## src/rtl/hour_chime_ctrl_pkg.sv

```systemverilog
// Shared definitions for the hourly chime controller: FSM encoding and BCD time constants.
package hour_chime_ctrl_pkg;

    typedef enum logic [1:0] {
        IDLE = 2'd0,
        LOAD = 2'd1,
        RING = 2'd2,
        GAP  = 2'd3
    } state_t;

    localparam logic [7:0] BCD_ZERO     = 8'h00;
    localparam logic [7:0] BCD_THIRTY   = 8'h30;
    localparam logic [7:0] MAX_HOUR_BCD = 8'h23;

endpackage

```

## src/rtl/hour_chime_ctrl_bcd_hour_to_12h.sv

```systemverilog
// Combinational BCD hour (00..23) to 12-hour beep count (1..12); valid flags malformed BCD or hour > 23.
module bcd_hour_to_12h
    import hour_chime_ctrl_pkg::*;
(
    input  logic [7:0] hour_bcd,
    output logic [4:0] count,
    output logic       valid
);

    logic [3:0] tens;
    logic [3:0] ones;
    logic [4:0] bin;

    always_comb begin
        tens  = hour_bcd[7:4];
        ones  = hour_bcd[3:0];
        valid = (tens <= 4'd2) && (ones <= 4'd9) && (hour_bcd <= MAX_HOUR_BCD);
        bin   = 5'({3'b000, tens[1:0]} * 5'd10) + {1'b0, ones};
        count = 5'd0;
        // Midnight and noon both ring twelve times; afternoon hours fold down by twelve.
        if (valid) begin
            if (bin == 5'd0)
                count = 5'd12;
            else if (bin > 5'd12)
                count = bin - 5'd12;
            else
                count = bin;
        end
    end

endmodule

```

## src/rtl/hour_chime_ctrl.sv

```systemverilog
// Hourly chime requester: IDLE->LOAD->RING->GAP sequencer driving beep count and level enable.
// Optional build macro HALF_HOUR_CHIME_EN adds a single-beep chime at mm:ss == 30:00.
module hour_chime_ctrl
    import hour_chime_ctrl_pkg::*;
#(
    parameter int BEEP_TICKS  = 1,
    parameter int GUARD_TICKS = 2
) (
    input  logic       clk,
    input  logic       rst,
    input  logic       sec_tick,
    input  logic [7:0] hour_bcd,
    input  logic [7:0] min_bcd,
    input  logic [7:0] sec_bcd,
    input  logic       chime_on,
    input  logic       setting,
    output logic [4:0] chime_count,
    output logic       chime_en,
    output logic       busy
);

    state_t     state;
    logic [7:0] tick_cnt;
    logic [4:0] pend_cnt;
    logic [4:0] map_cnt;
    logic       hour_ok;
    logic       hit_top;
    logic       hit_half;
    logic       trigger;
    logic       abort;
    logic [7:0] load_ticks;

    bcd_hour_to_12h u_map (
        .hour_bcd (hour_bcd),
        .count    (map_cnt),
        .valid    (hour_ok)
    );

    assign hit_top = (min_bcd == BCD_ZERO) && (sec_bcd == BCD_ZERO);
`ifdef HALF_HOUR_CHIME_EN
    assign hit_half = (min_bcd == BCD_THIRTY) && (sec_bcd == BCD_ZERO);
`else
    assign hit_half = 1'b0;
`endif

    assign trigger    = sec_tick && chime_on && !setting && hour_ok && (hit_top || hit_half);
    assign abort      = setting || !chime_on;
    assign load_ticks = 8'(int'(pend_cnt) * BEEP_TICKS + GUARD_TICKS);

    always_ff @(posedge clk or posedge rst) begin
        if (rst) begin
            state       <= IDLE;
            tick_cnt    <= 8'd0;
            pend_cnt    <= 5'd0;
            chime_count <= 5'd0;
            chime_en    <= 1'b0;
            busy        <= 1'b0;
        end else begin
            case (state)
                IDLE: begin
                    if (trigger) begin
                        // Count is latched here so LOAD sees the hour that caused the trigger.
                        pend_cnt <= hit_top ? map_cnt : 5'd1;
                        state    <= LOAD;
                        busy     <= 1'b1;
                    end
                end
                LOAD: begin
                    if (abort) begin
                        state <= GAP;
                    end else begin
                        chime_count <= pend_cnt;
                        tick_cnt    <= load_ticks;
                        chime_en    <= 1'b1;
                        state       <= RING;
                    end
                end
                RING: begin
                    // Abort wins over expiry; both end in GAP with the enable dropped.
                    if (abort || (sec_tick && tick_cnt == 8'd1)) begin
                        chime_en <= 1'b0;
                        tick_cnt <= 8'd0;
                        state    <= GAP;
                    end else if (sec_tick) begin
                        tick_cnt <= tick_cnt - 8'd1;
                    end
                end
                GAP: begin
                    if (sec_tick) begin
                        state <= IDLE;
                        busy  <= 1'b0;
                    end
                end
                default: begin
                    state    <= IDLE;
                    chime_en <= 1'b0;
                    busy     <= 1'b0;
                end
            endcase
        end
    end

endmodule

```

## config.mk

```make
export PLATFORM = sky130hd
export DESIGN_NAME = hour_chime_ctrl
export DESIGN_NICKNAME = d
export VERILOG_FILES = /design/src/rtl/hour_chime_ctrl_pkg.sv /design/src/rtl/hour_chime_ctrl_bcd_hour_to_12h.sv /design/src/rtl/hour_chime_ctrl.sv
export SDC_FILE = /design/constraint.sdc
export NUM_CORES = 1
export LEC_CHECK = 0
export BUFFER_PORTS_ARGS = -buffer_cell sky130_fd_sc_hd__buf_4
export CAP_MARGIN = 10
export CORE_MARGIN = 2
export CORE_UTILIZATION = 49
export CTS_BUF_LIST = sky130_fd_sc_hd__clkbuf_2 sky130_fd_sc_hd__clkbuf_4 sky130_fd_sc_hd__clkbuf_8
export DETAILED_ROUTE_END_ITERATION = 6
export PLACE_DENSITY = 0.73
export SETUP_SLACK_MARGIN = 0.1
export SLEW_MARGIN = 20
export SYNTH_ARGS = -nofsm -noshare
export SYNTH_HDL_FRONTEND = slang
export SYNTH_HIERARCHICAL = 1
export SYNTH_SLANG_ARGS = --single-unit
```

## constraint.sdc

```tcl
create_clock -name clk -period 4.4 [get_ports clk]
set_input_delay 0.22 -clock clk [delete_from_list [all_inputs] [get_ports clk]]
set_output_delay 0.22 -clock clk [all_outputs]
set_load 0.05 [all_outputs]
```

==> impl_summary.md <==
Run status
The flow ran to the end, and the final reports show no timing, DRC or antenna violations.

Place
During placement, the flow inserted port buffers numbering 35. Timing analysis after detailed placement gives a worst setup slack of 1792 ps. The final HPWL from detailed placement is between 2000 and 3000 um. The routability congestion estimate is ~0.86. Counting tap cells, the placed design contains a total of about 240 instances.

The placed instances occupy a cell area of roughly 1900 um^2.

Logic synthesis
For this run, the leading register cell type out of synthesis is sky130_fd_sc_hd__dfrtp_1. The cell area that synthesis handed to floorplanning was approximately 1600 um^2. The unique cell type count in the Yosys netlist is 53. Counting flops with an async set or reset pin after synthesis yields a share of 100.0%. When the netlist entered floorplanning its net count stood at around 200. The post-synthesis area per instance is ~9.9 um^2. The number of enable-type register cells in the synthesized netlist is 0. The gate count after technology mapping is between 150 and 200.

For this run, the register share of the synthesized area comes to 34.87%. The synthesis warning total is 6. In this run, synthesis produced a sequential element count of 22.

Global route
The global router's overall resource usage is about a fifth. The global-route wire length before repair is 5747 um. Summed over all layers, the global routing overflow is 0. The number of global-route vias before repair is ~1300. The initial antenna violation count was 0. The maximum number of pins on one net before global-route repair is 23.

Floorplanning
The die is between 60 and 70 um wide. The die boundary height is 60.77 um. The effective utilization at floorplan is about half. The I/O pin count is 36. The die covers 3692 um^2. In this run the standard cell core region covers roughly 3100 um^2. The placement row count is 20.

Clock network
The H-tree depth is 1. The clock reaches the later pin of the worst-skew pair after 320 ps. The tree is rooted in a sky130_fd_sc_hd__clkbuf_4. The sink count of the clock tree is 22. After clock tree synthesis, the clock-pin slew on the worst setup and hold paths is around 140 ps. The worst-case clock buffer depth is 2.

TritonCTS built the clock tree. The number of gates given a new drive strength after cts is 0. Buffers inserted to repair hold after CTS numbered 0. Once the clock tree was built, the setup fixing pass inserted 0 buffers. Buffers inserted during clock tree synthesis total 3.

Worst setup path
In this design, the stage delay of the slowest critical-path cell is between 400 and 500 ps. In this design, the largest share of critical-path delay is due to simple AND/OR/NAND/NOR gates. The instance count on the critical path is 8. The count of cells along the worst register-to-register path is 7. The largest driver fanout on the critical path is 6.

The cell with the biggest individual delay on the critical path is sky130_fd_sc_hd__or4_4. In this run the critical register-to-register path is launched from state[0]. The signal on the critical path passes through buf_4, o32a_1, nor3_2, nor4b_1, nand4_1, or4_4, a21oi_2, mux2_1. The minimum setup slack among reg-to-reg paths is between 2000 and 2500 ps. The buffering stage count on the worst path with inverters included is 1. The endpoint of the worst register-to-register path is tick_cnt[7]. The launching element type of the critical path is an input pin. The endpoint class of the critical path is a register. The path type of the worst setup path is input pin to register.

The data required time of the critical path is 4620 ps. Data on the critical path arrives at its endpoint at 2470 ps. Tracing the worst setup path back leads to its startpoint at hour_bcd[3].

STA
The number of hold violations in the final report is 0. Setup repair after global routing left no endpoint under its margin. The setup TNS after final layout is 0 ps. The clock arrives with slightly below 8 ps of skew. Setup slack on the critical path of the routed design comes to 2151 ps. The timing-limited maximum frequency is between 400 and 500 MHz. The final critical path time including I/O delays and setup is ~2200 ps.

The final critical path takes up 51.12% of the cycle. The count of final setup violators is 0. The final number of max-transition violations came to 0. The tightest slew margin relative to the limit is 44.52%. The measured slew at the worst slew-check pin is between 800 and 900 ps.

Detailed routing
The count of antenna-violating nets left after detailed routing is 0. The post-detailed-route via-to-cell ratio is between 5 and 6. The DRC violation total after the first TritonRoute iteration is 57. After detailed routing, the number of remaining DRC violations is 0. The detailed-route via count is about 1400. The first-pass iteration count of the detailed router is 4. The post-detailed-route wirelength per cell is 14.68 um. The aggregate routed wire length is roughly 3500 um.

Layout
0 antenna diodes ended up in the layout. The area overhead of the layout relative to synthesis is 22.98%. After the last flow step, the layout net total stands at between 200 and 250. The finished layout cell area is 1942 um^2. In the final layout, the share of cells above drive strength 1 is between 30% and 40%. The number of non-filler instances in the completed layout is 240.

Power and ir drop
IR analysis of the VDD net gives a maximum drop of a little under 0.2 mV. The leakage dissipation is about 0.88 nW. In this run the power density over the cells is about 390 nW/um^2. The total design power is roughly 760 uW.

Worst hold path
The tightest min-delay check is of the input pin to async pin type.

Run
The max-capacitance violation count is 0.
## sequential cells by signal, indices dropped and copies added (netlist names)
signal	cells
busy	1
chime_count	5
chime_en	1
pend_cnt	5
state	2
tick_cnt	8
## per-stage QoR
step	util, %	hold WS (ps)
floorplan	-	209.2
global placement	61.89	416.1
detailed placement	61.89	451.1
CTS	63.61	88.00
global route	63.61	135.0
finish	63.61	48.52
## report_power, final
group          total (mW)  internal, mW  switching (mW)
combinational       0.339         0.141           0.198
clock               0.160        0.0921          0.0681
sequential          0.256         0.231          0.0258
## per-layer routing
metal  track usage (%)  up-vias  part of all wire [%]
met5                 0        -                     0
met4             3.727        0                  0.96
met3             4.051        6                   4.4
met2             34.87       37                    49
met1             28.32      645                    45
li1                  -      665                     -
## logic make-up after synthesis
group,synth area share [%]
buffers and inverters,3.091
AND/OR/NAND/NOR,23.37
XOR/XNOR,2.219
multiplexers,7.132
flip-flops,34.87
AO/OA/AOI/OAI,19.49
adder cells (fa/ha/maj),9.826
## how the worst max path moves through the flow
stage / end
6_report: state[1]
5_1_grt: state[1]
4_1_cts: state[1]
3_5_place_dp: state[1]
3_3_place_gp: state[1]
2_1_floorplan: state[1]
## cell usage after synthesis (4+ instances only)
master                    number  share of area (%)
sky130_fd_sc_hd__o22ai_1       4                1.6
sky130_fd_sc_hd__nor4_1        4                1.6
sky130_fd_sc_hd__o21ai_1       7                2.2
sky130_fd_sc_hd__dfrtp_1      22                 35
sky130_fd_sc_hd__nor2_1        8                1.9
sky130_fd_sc_hd__ha_1         10                7.9
sky130_fd_sc_hd__inv_1        11                2.6
sky130_fd_sc_hd__nand2_1      15                3.6
sky130_fd_sc_hd__o21ai_0       4                1.3
sky130_fd_sc_hd__mux2_2        9                6.4
sky130_fd_sc_hd__a21oi_1       4                1.3
## cells in the final DEF (no fill, tap or decap), types with 3 or more instances in the layout
master	synthesis	routed
sky130_fd_sc_hd__a21oi_1	4	4
sky130_fd_sc_hd__buf_4	0	35
sky130_fd_sc_hd__clkbuf_4	0	3
sky130_fd_sc_hd__dfrtp_1	22	22
sky130_fd_sc_hd__ha_1	10	10
sky130_fd_sc_hd__inv_1	11	11
sky130_fd_sc_hd__mux2_2	9	9
sky130_fd_sc_hd__nand2_1	15	15
sky130_fd_sc_hd__nand3_1	3	3
sky130_fd_sc_hd__nand4_1	3	3
sky130_fd_sc_hd__nor2_1	8	8
sky130_fd_sc_hd__nor2b_1	3	3
sky130_fd_sc_hd__nor4_1	4	4
sky130_fd_sc_hd__o21a_1	3	3
sky130_fd_sc_hd__o21ai_0	4	4
sky130_fd_sc_hd__o21ai_1	7	7
sky130_fd_sc_hd__o22ai_1	4	4
sky130_fd_sc_hd__xnor2_1	3	3
## final cells by class
| class | count | area [um^2] |
|---|---|---|
| Fill cell | 264 | 1111 |
| Multi-Input combinational cell | 124 | 979.7 |
| Sequential cell | 22 | 550.5 |
| Timing Repair Buffer | 35 | 262.8 |
| Tap cell | 44 | 55.05 |
| Inverter | 11 | 41.29 |
| Clock inverter | 1 | 30.03 |
| Clock buffer | 3 | 22.52 |
(Power assumes the default switching activity.)
